**src/rtl/div_unit_if.sv**
```systemverilog
// Divider request/response bundle: E-stage operands and controls in,
// stall request and HI/LO result out.
`timescale 1ns/1ps
interface div_unit_if #(
    parameter int WIDTH = 32
);
    logic             start;
    logic             signed_div;
    logic [WIDTH-1:0] a;
    logic [WIDTH-1:0] b;
    logic             annul;
    logic             div_running;
    logic             result_ready;
    logic [WIDTH-1:0] quotient;
    logic [WIDTH-1:0] remainder;

    modport master (
        output start, signed_div, a, b, annul,
        input  div_running, result_ready, quotient, remainder
    );

    modport slave (
        input  start, signed_div, a, b, annul,
        output div_running, result_ready, quotient, remainder
    );
endinterface

```
**src/rtl/div_unit.sv**
```systemverilog
// Multi-cycle radix-2 restoring divider for MIPS DIV/DIVU; stalls the
// pipeline through div_running and pulses result_ready for the HI/LO write.
`timescale 1ns/1ps
module div_unit #(
    parameter int WIDTH = 32,
    parameter int CNT_W = 6
) (
    input logic       clk,
    input logic       rst,
    div_unit_if.slave dif
);

    typedef enum logic [1:0] {
        IDLE = 2'd0,
        BUSY = 2'd1,
        DONE = 2'd2
    } state_e;

    state_e           state_q;
    logic [CNT_W-1:0] cnt_q;
    logic             quot_neg_q;
    logic             rem_neg_q;
    logic [WIDTH-1:0] dvd_q;
    logic [WIDTH-1:0] dvs_q;
    logic [WIDTH-1:0] prem_q;
    logic [WIDTH-1:0] quot_q;
    logic [WIDTH-1:0] remd_q;
    logic             rdy_q;

    logic [WIDTH:0]   rem_sh_d;
    logic [WIDTH-1:0] diff_d;
    logic             qbit_d;
    logic [WIDTH-1:0] prem_d;
    logic [WIDTH-1:0] dvd_d;
    logic             a_neg_d;
    logic             b_neg_d;

    function automatic logic [WIDTH-1:0] neg_if(input logic neg, input logic [WIDTH-1:0] v);
        return neg ? ((~v) + WIDTH'(1)) : v;
    endfunction

    // One restoring step: shift {rem, dividend} left, trial-subtract |b|.
    // The shifted remainder is below 2*|b|, so a set carry bit means it fits.
    always_comb begin
        rem_sh_d = {prem_q, dvd_q[WIDTH-1]};
        qbit_d   = rem_sh_d[WIDTH] | (rem_sh_d[WIDTH-1:0] >= dvs_q);
        diff_d   = rem_sh_d[WIDTH-1:0] - dvs_q;
        prem_d   = qbit_d ? diff_d : rem_sh_d[WIDTH-1:0];
        dvd_d    = {dvd_q[WIDTH-2:0], qbit_d};
        a_neg_d  = dif.signed_div & dif.a[WIDTH-1];
        b_neg_d  = dif.signed_div & dif.b[WIDTH-1];
    end

    always_ff @(posedge clk) begin
        if (rst) begin
            state_q <= IDLE;
            cnt_q   <= '0;
            quot_q  <= '0;
            remd_q  <= '0;
            rdy_q   <= 1'b0;
        end else if (dif.annul) begin
            state_q <= IDLE;
            rdy_q   <= 1'b0;
        end else begin
            rdy_q <= 1'b0;
            case (state_q)
                IDLE: begin
                    if (dif.start) begin
                        quot_neg_q <= a_neg_d ^ b_neg_d;
                        rem_neg_q  <= a_neg_d;
                        dvd_q      <= neg_if(a_neg_d, dif.a);
                        dvs_q      <= neg_if(b_neg_d, dif.b);
                        prem_q     <= '0;
                        cnt_q      <= '0;
                        // Divide by zero: all-ones quotient, raw dividend as remainder.
                        if (dif.b == '0) begin
                            state_q <= DONE;
                            rdy_q   <= 1'b1;
                            quot_q  <= '1;
                            remd_q  <= dif.a;
                        end else begin
                            state_q <= BUSY;
                        end
                    end
                end
                BUSY: begin
                    dvd_q  <= dvd_d;
                    prem_q <= prem_d;
                    cnt_q  <= cnt_q + CNT_W'(1);
                    if (cnt_q == CNT_W'(WIDTH - 1)) begin
                        state_q <= DONE;
                        rdy_q   <= 1'b1;
                        quot_q  <= neg_if(quot_neg_q, dvd_d);
                        remd_q  <= neg_if(rem_neg_q, prem_d);
                    end
                end
                DONE:    state_q <= IDLE;
                default: state_q <= IDLE;
            endcase
        end
    end

    assign dif.div_running  = ~rst & ~dif.annul &
                              (((state_q == IDLE) & dif.start) | (state_q == BUSY));
    assign dif.result_ready = ~rst & ~dif.annul & rdy_q;
    assign dif.quotient     = quot_q;
    assign dif.remainder    = remd_q;

endmodule

```
**src/flat_wrapper.sv**
```systemverilog
// flat-port wrapper written by rule: the top's interface ports become plain ports
module div_unit_flat 
#(
    parameter int WIDTH = 32,
    parameter int CNT_W = 6
)
  (clk, rst, dif_start, dif_signed_div, dif_a, dif_b, dif_annul, dif_div_running, dif_result_ready, dif_quotient, dif_remainder);
  div_unit_if #(.WIDTH(WIDTH)) dif_i ();
  input logic clk;
  input logic rst;
  input wire logic [$bits(dif_i.start)-1:0] dif_start;
  input wire logic [$bits(dif_i.signed_div)-1:0] dif_signed_div;
  input wire logic [$bits(dif_i.a)-1:0] dif_a;
  input wire logic [$bits(dif_i.b)-1:0] dif_b;
  input wire logic [$bits(dif_i.annul)-1:0] dif_annul;
  output wire logic [$bits(dif_i.div_running)-1:0] dif_div_running;
  output wire logic [$bits(dif_i.result_ready)-1:0] dif_result_ready;
  output wire logic [$bits(dif_i.quotient)-1:0] dif_quotient;
  output wire logic [$bits(dif_i.remainder)-1:0] dif_remainder;
  assign dif_i.start = dif_start;
  assign dif_i.signed_div = dif_signed_div;
  assign dif_i.a = dif_a;
  assign dif_i.b = dif_b;
  assign dif_i.annul = dif_annul;
  assign dif_div_running = dif_i.div_running;
  assign dif_result_ready = dif_i.result_ready;
  assign dif_quotient = dif_i.quotient;
  assign dif_remainder = dif_i.remainder;
  div_unit #(.WIDTH(WIDTH), .CNT_W(CNT_W)) u_core (.clk(clk), .rst(rst), .dif(dif_i));
endmodule
```
**config.mk**
```make
export PLATFORM = sky130hd
export DESIGN_NAME = div_unit_flat
export DESIGN_NICKNAME = d
export VERILOG_FILES = /design/src/rtl/div_unit_if.sv /design/src/rtl/div_unit.sv /design/src/flat_wrapper.sv
export SDC_FILE = /design/constraint.sdc
export NUM_CORES = 1
export LEC_CHECK = 0
export CORE_MARGIN = 3
export CORE_UTILIZATION = 45
export CTS_CLUSTER_SIZE = 12
export DETAILED_ROUTE_END_ITERATION = 8
export GPL_ROUTABILITY_DRIVEN = 1
export PLACE_DENSITY = 0.7
export SLEW_MARGIN = 20
export SYNTH_ARGS = -nofsm -noshare
export SYNTH_HDL_FRONTEND = slang
export SYNTH_SLANG_ARGS = --single-unit
```
**constraint.sdc**
```tcl
create_clock -name clk -period 7.2 [get_ports clk]
set_input_delay 0.72 -clock clk [delete_from_list [all_inputs] [get_ports clk]]
set_output_delay 0.72 -clock clk [all_outputs]
set_load 0.01 [all_outputs]
```
# After elaboration in Yosys (flattened, before gate mapping)

Index checks and enable logic that the tools add are counted.

Output and inout port bits: 66
Word-level logic and storage cells: 73
Register bits after elaboration: 171

Add/subtract/negate cells: 6
Bitwise operators: 15
Reduce and logical (&&, ||, !) cells: 9
Mux-type cells: 27
Magnitude comparators: 1
Equality and inequality tests: 5

Operator list:

| operator              | count |
|---|---|
| $mux 32               | 13 |
| $pmux 32 s2           | 4 |
| $add 32x1->32 const B | 4 |
| $not 32->32           | 4 |
| $ge 32x32->1          | 1 |
| $logic_not 32->1      | 1 |
| $sub 32x32->32        | 1 |
| $pmux 6 s2            | 1 |
| $reduce_and 4->1      | 2 |
| $add 6x1->6 const B   | 1 |
| $and 1x1->1           | 6 |
| $eq 6x5->1 const B    | 1 |
| $mux 2                | 3 |
| $mux 6                | 1 |
| $reduce_and 5->1      | 1 |
| $ne 2x1->1 const B    | 2 |
| $pmux 2 s2            | 1 |
| $mux 1                | 3 |
| $reduce_and 3->1      | 1 |
| $eq 2x1->1 const B    | 1 |
| $logic_not 2->1       | 1 |
| $ne 2x2->1 const B    | 1 |
| $not 1->1             | 2 |
| $or 1x1->1            | 2 |
| other kinds (5)       | 5 |

# Logic depth before layout (Yosys ltp)

Gate-level depths: netlist of the first run.

Word-level depth: 8
Depth in mapped cells: 24

# Worst setup path after synthesis of the first run

No wires, ideal clock.

Path type: flip-flop to flip-flop
Start point: register u_core.dvd_q[31]
End point: register u_core.remd_q[24] (netlist: u_core.dif.remainder[24])
Setup slack: 2.053 ns
Cell stages (with the launch flop): 24
Setup time: 0.079 ns
Path buffers: 3
Arrival time: 5.067 ns
Clock period less this slack: 5.147 ns
Cell sequence: edfxtp_1 -> inv_1 -> ha_1 -> fa_1 -> nand2b_1 -> a211oi_2 -> o311ai_1 -> a2111o_1 -> nand2_4 -> buf_2 -> buf_2 -> buf_2 -> nand2_1 -> o21ai_0 -> ha_1 -> nand2_1 -> a2111oi_2 -> o2111ai_1 -> o41ai_4 -> nand3_2 -> nor4_4 -> or3_1 -> nand3_1 -> a211oi_2

Word-level cells in the longest chain between the ends: 8

RTL lines:

| element                | line           | text |
|---|---|---|
| start, declared        | div_unit.sv:23 | `logic [WIDTH-1:0] dvd_q;` |
| start signal, assigned | div_unit.sv:71 | `dvd_q <= neg_if(a_neg_d, dif.a);` |
| start signal, assigned | div_unit.sv:87 | `dvd_q <= dvd_d;` |
| $ge 32x32->1           | div_unit.sv:46 | `qbit_d = rem_sh_d[WIDTH] \| (rem_sh_d[WIDTH-1:0] >= dvs_q);` |
| $or 1x1->1             | div_unit.sv:46 |  |
| $mux 32 (*)            | div_unit.sv:48 | `prem_d = qbit_d ? diff_d : rem_sh_d[WIDTH-1:0];` |
| $not 32->32            | div_unit.sv:39 | `return neg ? ((~v) + WIDTH'(1)) : v;` |
| $add 32x1->32          | div_unit.sv:39 |  |
| $mux 32 (*)            | div_unit.sv:39 |  |
| $mux 32 (*)            | div_unit.sv:90 | `if (cnt_q == CNT_W'(WIDTH - 1)) begin` |
| $pmux 32 s2 (*)        | div_unit.sv:66 | `case (state_q)` |
| end signal, assigned   | div_unit.sv:80 | `remd_q <= dif.a;` |
| end signal, assigned   | div_unit.sv:94 | `remd_q <= neg_if(rem_neg_q, prem_d);` |
| end, declared          | div_unit.sv:27 | `logic [WIDTH-1:0] remd_q;` |

Mark *: on every way between the ends. The rest lies on a longest branch, timed or not. The select of a mux whose other input is x is not followed.
A chain may end at the register's enable or synchronous reset.

# Worst setup path in the final report of the first run

Same ends and word-level chain as after synthesis.

==> impl_metrics.py, run 1 <==
metrics = {
    "logic_synthesis": {
        "yosysTopAreaCellShare_pct": 24.8,
        "seq_area_frac_synth_pct": 37.1,
        "synth_seq_cells": 171,
        "synth.avg_cell_area_sq_um": 8.40,
        "netlist_area_sq_mm": 0.0119,
        "synth_top_cell_by_area": "edfxtp_1",
        "synth_edf_count": 98,
        "synth_common_cells": "nand2_1 (183), nor2_1 (172), edfxtp_1 (98)",
        "synth_cell_types": 75,
        "synth_most_common_cell": "nand2_1",
        "synth-async-reset-ratio_pct": 0,
        "synth_area_leaders": "edfxtp_1 (25%), dfxtp_1 (12%), xor2_1 (6.3%)",
        "yosysWarnings": 0,
        "synth_cells": 1412,
        "ys.flop_type": "edfxtp_1",
        "syn_nets": 1519,
    },
    "final_layout": {
        "layout-drive-gt1-share_pct": 4.97,
        "fill_cells": 2375,
        "utilization_pct": 54.7,
        "area_growth_pct": 17.9,
        "nets": 1603,
        "antenna_cells": 0,
        "final_cell_area_sq_mm": 0.0140,
    },
    "worst_setup_path": {
        "crit_type": "flip-flop to flip-flop",
        "critPathLaunchType": "flip-flop",
        "cpMaxStageDelayCell": "a2111o_1",
        "cp_cell_sequence": "inv_1 > ha_1 > fa_1 > nand2b_1 > a211oi_2 > o311ai_1 > a2111o_1 > nand2_4 > nand2_1 > o21ai_0 > ha_1 > nand2_1 > a2111oi_2 > o2111ai_1 > o41ai_4 > nand3_2 > nor4_4 > or3_1 > nand3_1 > a211oi_2",
        "required_ns": 7.56,
        "cp_slowest_stage_delay_ns": 0.53,
        "critPathMaxFanout": 5,
        "crit_family": "compound AO/OA/AOI/OAI gates",
        "cp.arrival_ns": 5.66,
        "cp-end-kind": "flip-flop",
        "critPathBufInv": 1,
        "reg2reg_slack_ns": 1.89,
    },
    "global_routing": {
        "antenna_found_initial": 0,
        "grt_pass1_wl_mm": 54.1,
        "grt_busiest_layer": "met2",
        "grt.met1_usage_pct": 33.8,
        "groute.usage.overall_pct": 23.4,
        "grt_pass1_vias": 10100,
        "grt_max_degree": 99,
        "grt.met2_usage_pct": 37.2,
        "grt_overflow": 0,
        "grt.met3_usage_pct": 3.38,
    },
    "placed_design": {
        "place_area_sq_mm": 0.0134,
        "hpwl_mm": 25.3,
        "gp_congestion": 0.996,
        "port_buffers": 134,
    },
    "sta": {
        "setup_viol": 0,
        "rsz0062_at_grt": "no",
        "slew_violations": 0,
        "period_minus_slack_ns": 5.31,
        "final.setup.tns_ns": 0,
        "finalHoldViolations": 0,
        "skew_ns": 0.0149,
        "maxSlewHeadroom_pct": 35.5,
        "whs_ns": 0.464,
        "tightest_slew_ns": 0.968,
        "fmax_ghz": 0.188,
        "post-route-period-util_pct": 73.7,
    },
    "floorplanning": {
        "fp.dieW_um": 168,
        "rows": 58,
        "start_util_pct": 46.4,
        "core_region_area_sq_mm": 0.0255,
        "die_h_um": 168,
        "ioPinCount": 135,
        "die_area_sq_mm": 0.0283,
    },
    "clocking": {
        "cts_buffer_depth": 2,
        "cts_tree": "built",
        "clk_pin_slew_ns": 0.08,
        "holdBufCountCts": 0,
        "cts_setup_buffers": 0,
        "clock_latency_ns": 0.44,
        "cts_buffers": 17,
        "cts-root-buf": "clkbuf_16",
        "cts.htree.levels": 4,
        "cts_sinks": 171,
        "cts_resized": 0,
    },
    "power_and_ir_drop": {
        "ir_worst_vdd_v": 0.000155,
        "pwr_density_cell_mw_per_mm2": 178,
        "p_total_mw": 2.50,
        "p_leak_nw": 4.86,
    },
    "drt": {
        "ant_nets": 0,
        "viasPerCell": 5.93,
        "drc": 0,
        "vias": 10900,
        "drt-initial-drc-count": 1092,
        "routedWlPerCell_um": 18.2,
        "drtPass1Iterations": 5,
        "wl_mm": 33.5,
    },
    "flow_run": {
        "max_cap_violations": 0,
    },
    "hold_path": {
        "min_path_type": "flip-flop to flip-flop",
    },
    "run_status": {
        "status": "complete, no violations",
    },
}
-- kinds of logic after synthesis --
family	Yosys count	synth area share (%)
AND/OR/NAND/NOR	529	20.6
buffers and inverters	125	4.21
XOR/XNOR	146	10.8
adder cells (fa/ha/maj)	38	4.07
multiplexers	14	1.18
AO/OA/AOI/OAI	389	22.0
flip-flops	171	37.1
-- metal layers --
metal  vias to the layer above  share of wire, %
li1                       5313                 -
met1                      5178                47
met2                       385                45
met3                        29               6.2
met4                         0               1.3
met5                         -                 0
-- final cells by class --
class,instances,area (sq um),area share [%]
Sequential cell,171,4400,31.5
Clock inverter,15,179,1.28
Tap cell,330,413,2.95
Clock buffer,17,425,3.04
Multi-Input combinational cell,1116,6990,50.0
Timing Repair Buffer,141,1390,9.93
Inverter,49,186,1.33
-- where the power goes --
part / internal [mW] / switching, mW
clock: 0.472 / 0.466
combinational: 0.180 / 0.280
sequential: 1.07 / 0.0266
total: 1.72 / 0.772
-- flip-flops by register name (all words and copies together) (netlist names) --
name / count
u_core.dvs_q: 32
u_core.rdy_q: 1
u_core.cnt_q: 6
u_core.state_q: 2
u_core.dif.quotient: 32
u_core.dvd_q: 32
u_core.prem_q: 32
u_core.rem_neg_q: 1
u_core.dif.remainder: 32
u_core.quot_neg_q: 1
-- worst min-delay path: stages, from the launching register on --
cell and delay (ns):
dfxtp_1 0.32, nand2_1 0.05, a21oi_1 0.05
-- stage by stage --
step,cells,worst slack [ns]
CTS,1839,1.95
floorplan,1412,2.05
global placement,1807,2.20
detailed placement,1807,1.99
finish,1839,1.89
global route,1839,1.52
-- cells in the final DEF (no fill, tap or decap), types with 19 or more instances in the layout --
cell / instances
nand2_1: 183
nor2_1: 170
clkdlybuf4s50_1: 133
edfxtp_1: 98
a21oi_1: 93
o21ai_0: 92
xor2_1: 85
dfxtp_1: 73
xnor2_1: 61
inv_1: 48
ha_1: 37
a211oi_1: 35
nor3_1: 34
o31ai_1: 29
or3_1: 25
a311oi_1: 21
nand3_1: 19
-- worst paths after layout --
| kind | from | to | depth (start not counted) |
|---|---|---|---|
| worst max-delay path | u_core.dvd_q[31] | u_core.dif.remainder[24] | 20 |
| worst min-delay path | u_core.dif.remainder[4] | u_core.dif.remainder[4] | 2 |
| worst max register to register | u_core.dvd_q[31] | u_core.dif.remainder[24] | 20 |
| worst min register to register | u_core.dif.remainder[4] | u_core.dif.remainder[4] | 2 |
Note: power is estimated with default switching activity, not from simulation.
==> inputs of run 2 (changes only) <==
--- a/config.mk
+++ b/config.mk
@@ -10,7 +10,7 @@
 export CTS_CLUSTER_SIZE = 12
 export DETAILED_ROUTE_END_ITERATION = 8
 export GPL_ROUTABILITY_DRIVEN = 1
-export PLACE_DENSITY = 0.7
+export PLACE_DENSITY = 0.73
 export SLEW_MARGIN = 20
 export SYNTH_ARGS = -nofsm -noshare
 export SYNTH_HDL_FRONTEND = slang
==> constraint.sdc (replaced) <==
create_clock -name clk -period 4.4 [get_ports clk]
set_input_delay 0.44 -clock clk [delete_from_list [all_inputs] [get_ports clk]]
set_output_delay 0.44 -clock clk [all_outputs]
set_load 0.01 [all_outputs]
==> run 2 against run 1 <==
  * The flow now finishes with violations (negative setup slack)
  * Core utilization up 3.5 points
  * Highest routed layer is now met5
  * First-iteration DRC count down 0.46%
  * Combinational power rose by 83%
==> impl_metrics.py, run 2 (synthesis gave the netlist of run 1 again) <==
metrics = {
    "run_status": {
        "status": "complete, but fails checks",
        "failed_checks": "negative setup slack",
    },
    "final_layout": {
        "nets": 1689,
        "layout_common_cells": "nand2_1 (181), nor2_1 (168), clkdlybuf4s50_1 (133), edfxtp_1 (98), a21oi_1 (91)",
        "area_growth_pct": 25.4,
        "antenna_cells": 0,
        "utilization_pct": 58.2,
        "layout_commonest_cell": "nand2_1",
        "final_cells": 1925,
        "layout-drive-gt1-share_pct": 11.7,
    },
    "worst_setup_path": {
        "crit_type": "flip-flop to flip-flop",
        "cp_cell_sequence": "ha_4 > fa_2 > nand2b_4 > a211oi_4 > o311ai_4 > a2111o_1 > nand2_4 > nand2_1 > o21ai_2 > ha_2 > nand2_2 > a2111oi_4 > o2111ai_2 > o41ai_4 > buf_4 > buf_4 > a31oi_1 > xor2_1 > nand2_1 > a311oi_1",
        "reg2reg_slack_ns": -0.007,
        "cp-end-kind": "flip-flop",
        "crit_family": "compound AO/OA/AOI/OAI gates",
        "required_ns": 4.75,
        "critPathMaxFanout": 5,
        "cpMaxStageDelayCell": "a2111o_1",
        "reg2reg_from": "u_core.dvs_q[0]",
        "reg2reg_to": "u_core.dif.remainder[18]",
        "cp.arrival_ns": 4.75,
        "critPathBufInv": 2,
        "reg2reg_depth": 20,
        "cp_slowest_stage_delay_ns": 0.50,
        "critPathLaunchType": "flip-flop",
    },
    "floorplanning": {
        "die_area_sq_mm": 0.0283,
        "rows": 58,
        "core_region_area_sq_mm": 0.0255,
        "ioPinCount": 135,
        "fp.dieW_um": 168,
        "start_util_pct": 46.4,
        "die_h_um": 168,
    },
    "sta": {
        "fmax_ghz": 0.227,
        "finalHoldViolations": 0,
        "setup_viol": 1,
        "setup_ws_ns": -0.00749,
        "maxSlewHeadroom_pct": 32.5,
        "tightest_slew_ns": 1.01,
        "period_minus_slack_ns": 4.41,
        "rsz0062_at_grt": "yes",
        "slew_violations": 0,
        "skew_ns": 0.0182,
        "post-route-period-util_pct": 100,
    },
    "placed_design": {
        "hpwl_mm": 26.9,
        "gp_congestion": 0.930,
        "port_buffers": 134,
        "dp_cells": 1890,
        "place_ws_ns": -0.0182,
    },
    "global_routing": {
        "antenna_found_initial": 1,
        "grt_max_degree": 72,
        "groute.usage.overall_pct": 24.8,
        "grt_overflow": 0,
        "grt_pass1_vias": 10800,
        "grt_pass1_wl_mm": 57.1,
    },
    "drt": {
        "drtPass1Iterations": 5,
        "ant_nets": 0,
        "drc": 0,
        "vias": 11400,
        "drt-initial-drc-count": 1087,
        "routedWlPerCell_um": 18.6,
        "wl_mm": 35.8,
        "viasPerCell": 5.90,
    },
    "hold_path": {
        "whs_path_depth": 3,
        "min_path_type": "input port to flip-flop",
        "hp-start": "rst",
        "hold_path_end": "u_core.state_q[0]",
    },
    "clocking": {
        "cts.htree.levels": 4,
        "cts-root-buf": "clkbuf_16",
        "clock_latency_ns": 0.45,
        "cts_sinks": 171,
        "clk_pin_slew_ns": 0.08,
        "cts_buffers": 17,
        "cts_tree": "built",
        "cts_buffer_depth": 2,
    },
    "power_and_ir_drop": {
        "pwr_density_cell_mw_per_mm2": 286,
        "ir_worst_vdd_v": 0.000227,
        "p_total_mw": 4.25,
        "p_leak_nw": 5.33,
    },
    "flow_run": {
        "max_cap_violations": 0,
    },
}
run 2: cell types whose count changed in the layout (fill, tap and decap cells not counted), moves of 3 or more:
cell	previous run	this run
inv_8	4	0
buf_4	7	88
o21ai_0	92	88
buf_12	0	4
clkinv_8	4	8
o21ai_2	0	3
clkinv_4	4	0
run 2: routing by layer:
metal | part of all wire [%] | vias up | track usage (%)
met5 | 0.036 | - | 0
met2 | 48 | 379 | 41.4
met4 | 2.6 | 2 | 8.18
li1 | - | 5498 | -
met3 | 4.9 | 72 | 3.10
met1 | 44 | 5402 | 33.5
run 2: layout make-up:
cell class / instances / area (sq um)
multi-input cells: 1116 / 7140
inverters: 49 / 186
clock inverters: 15 / 213
fillers: 2318 / 10700
flip-flops and latches: 171 / 4400
clock buffers: 17 / 425
repair buffers: 227 / 2090
well taps: 330 / 413
run 2: stage by stage:
step                instance area (sq um)  hold slack [ns]  setup TNS, ns
floorplan                           11900            0.462          -2.13
global placement                    14100            0.445              0
detailed placement                  14100            0.456        -0.0400
CTS                                 14700            0.467              0
global route                        14900            0.492          -1.92
finish                              14900            0.466       -0.00749
run 2: worst register-to-register path: cells and delay by family (launching register included):
family	cells	cell delay (ns)
DFF	1	0.43
and+or+nand+nor	5	0.50
AOI/OAI and AO/OA	9	2.23
buffers and inverters	2	0.27
adders and majority gates	3	0.73
xor gates and xnor gates	1	0.16
run 2: repair_timing:
action,in CTS,in global routing
buffers inserted,0,2
pin swaps,1,16
endpoints found under the setup margin,4,16
resized for setup,0,24
hold buffers,0,0
endpoints found under the hold margin,0,0
run 2: worst max-delay path by stage:
stage               slack, ns  depth (start not counted)                        to        startpoint
floorplan               -0.31                         23  u_core.dif.remainder[24]  u_core.dvd_q[31]
global placement         0.07                         20  u_core.dif.remainder[22]  u_core.dvd_q[31]
detailed placement      -0.02                         20  u_core.dif.remainder[22]  u_core.dvd_q[31]
CTS                      0.02                         20  u_core.dif.remainder[30]  u_core.dvd_q[31]
global route            -0.25                         19  u_core.dif.remainder[24]   u_core.dvs_q[0]
finish                 -0.007                         20  u_core.dif.remainder[18]   u_core.dvs_q[0]
run 2: report_power, final:
group | internal [mW] | switching [mW]
registers | 1.75 | 0.0412
logic | 0.349 | 0.493
clock network | 0.789 | 0.823
total | 2.89 | 1.36
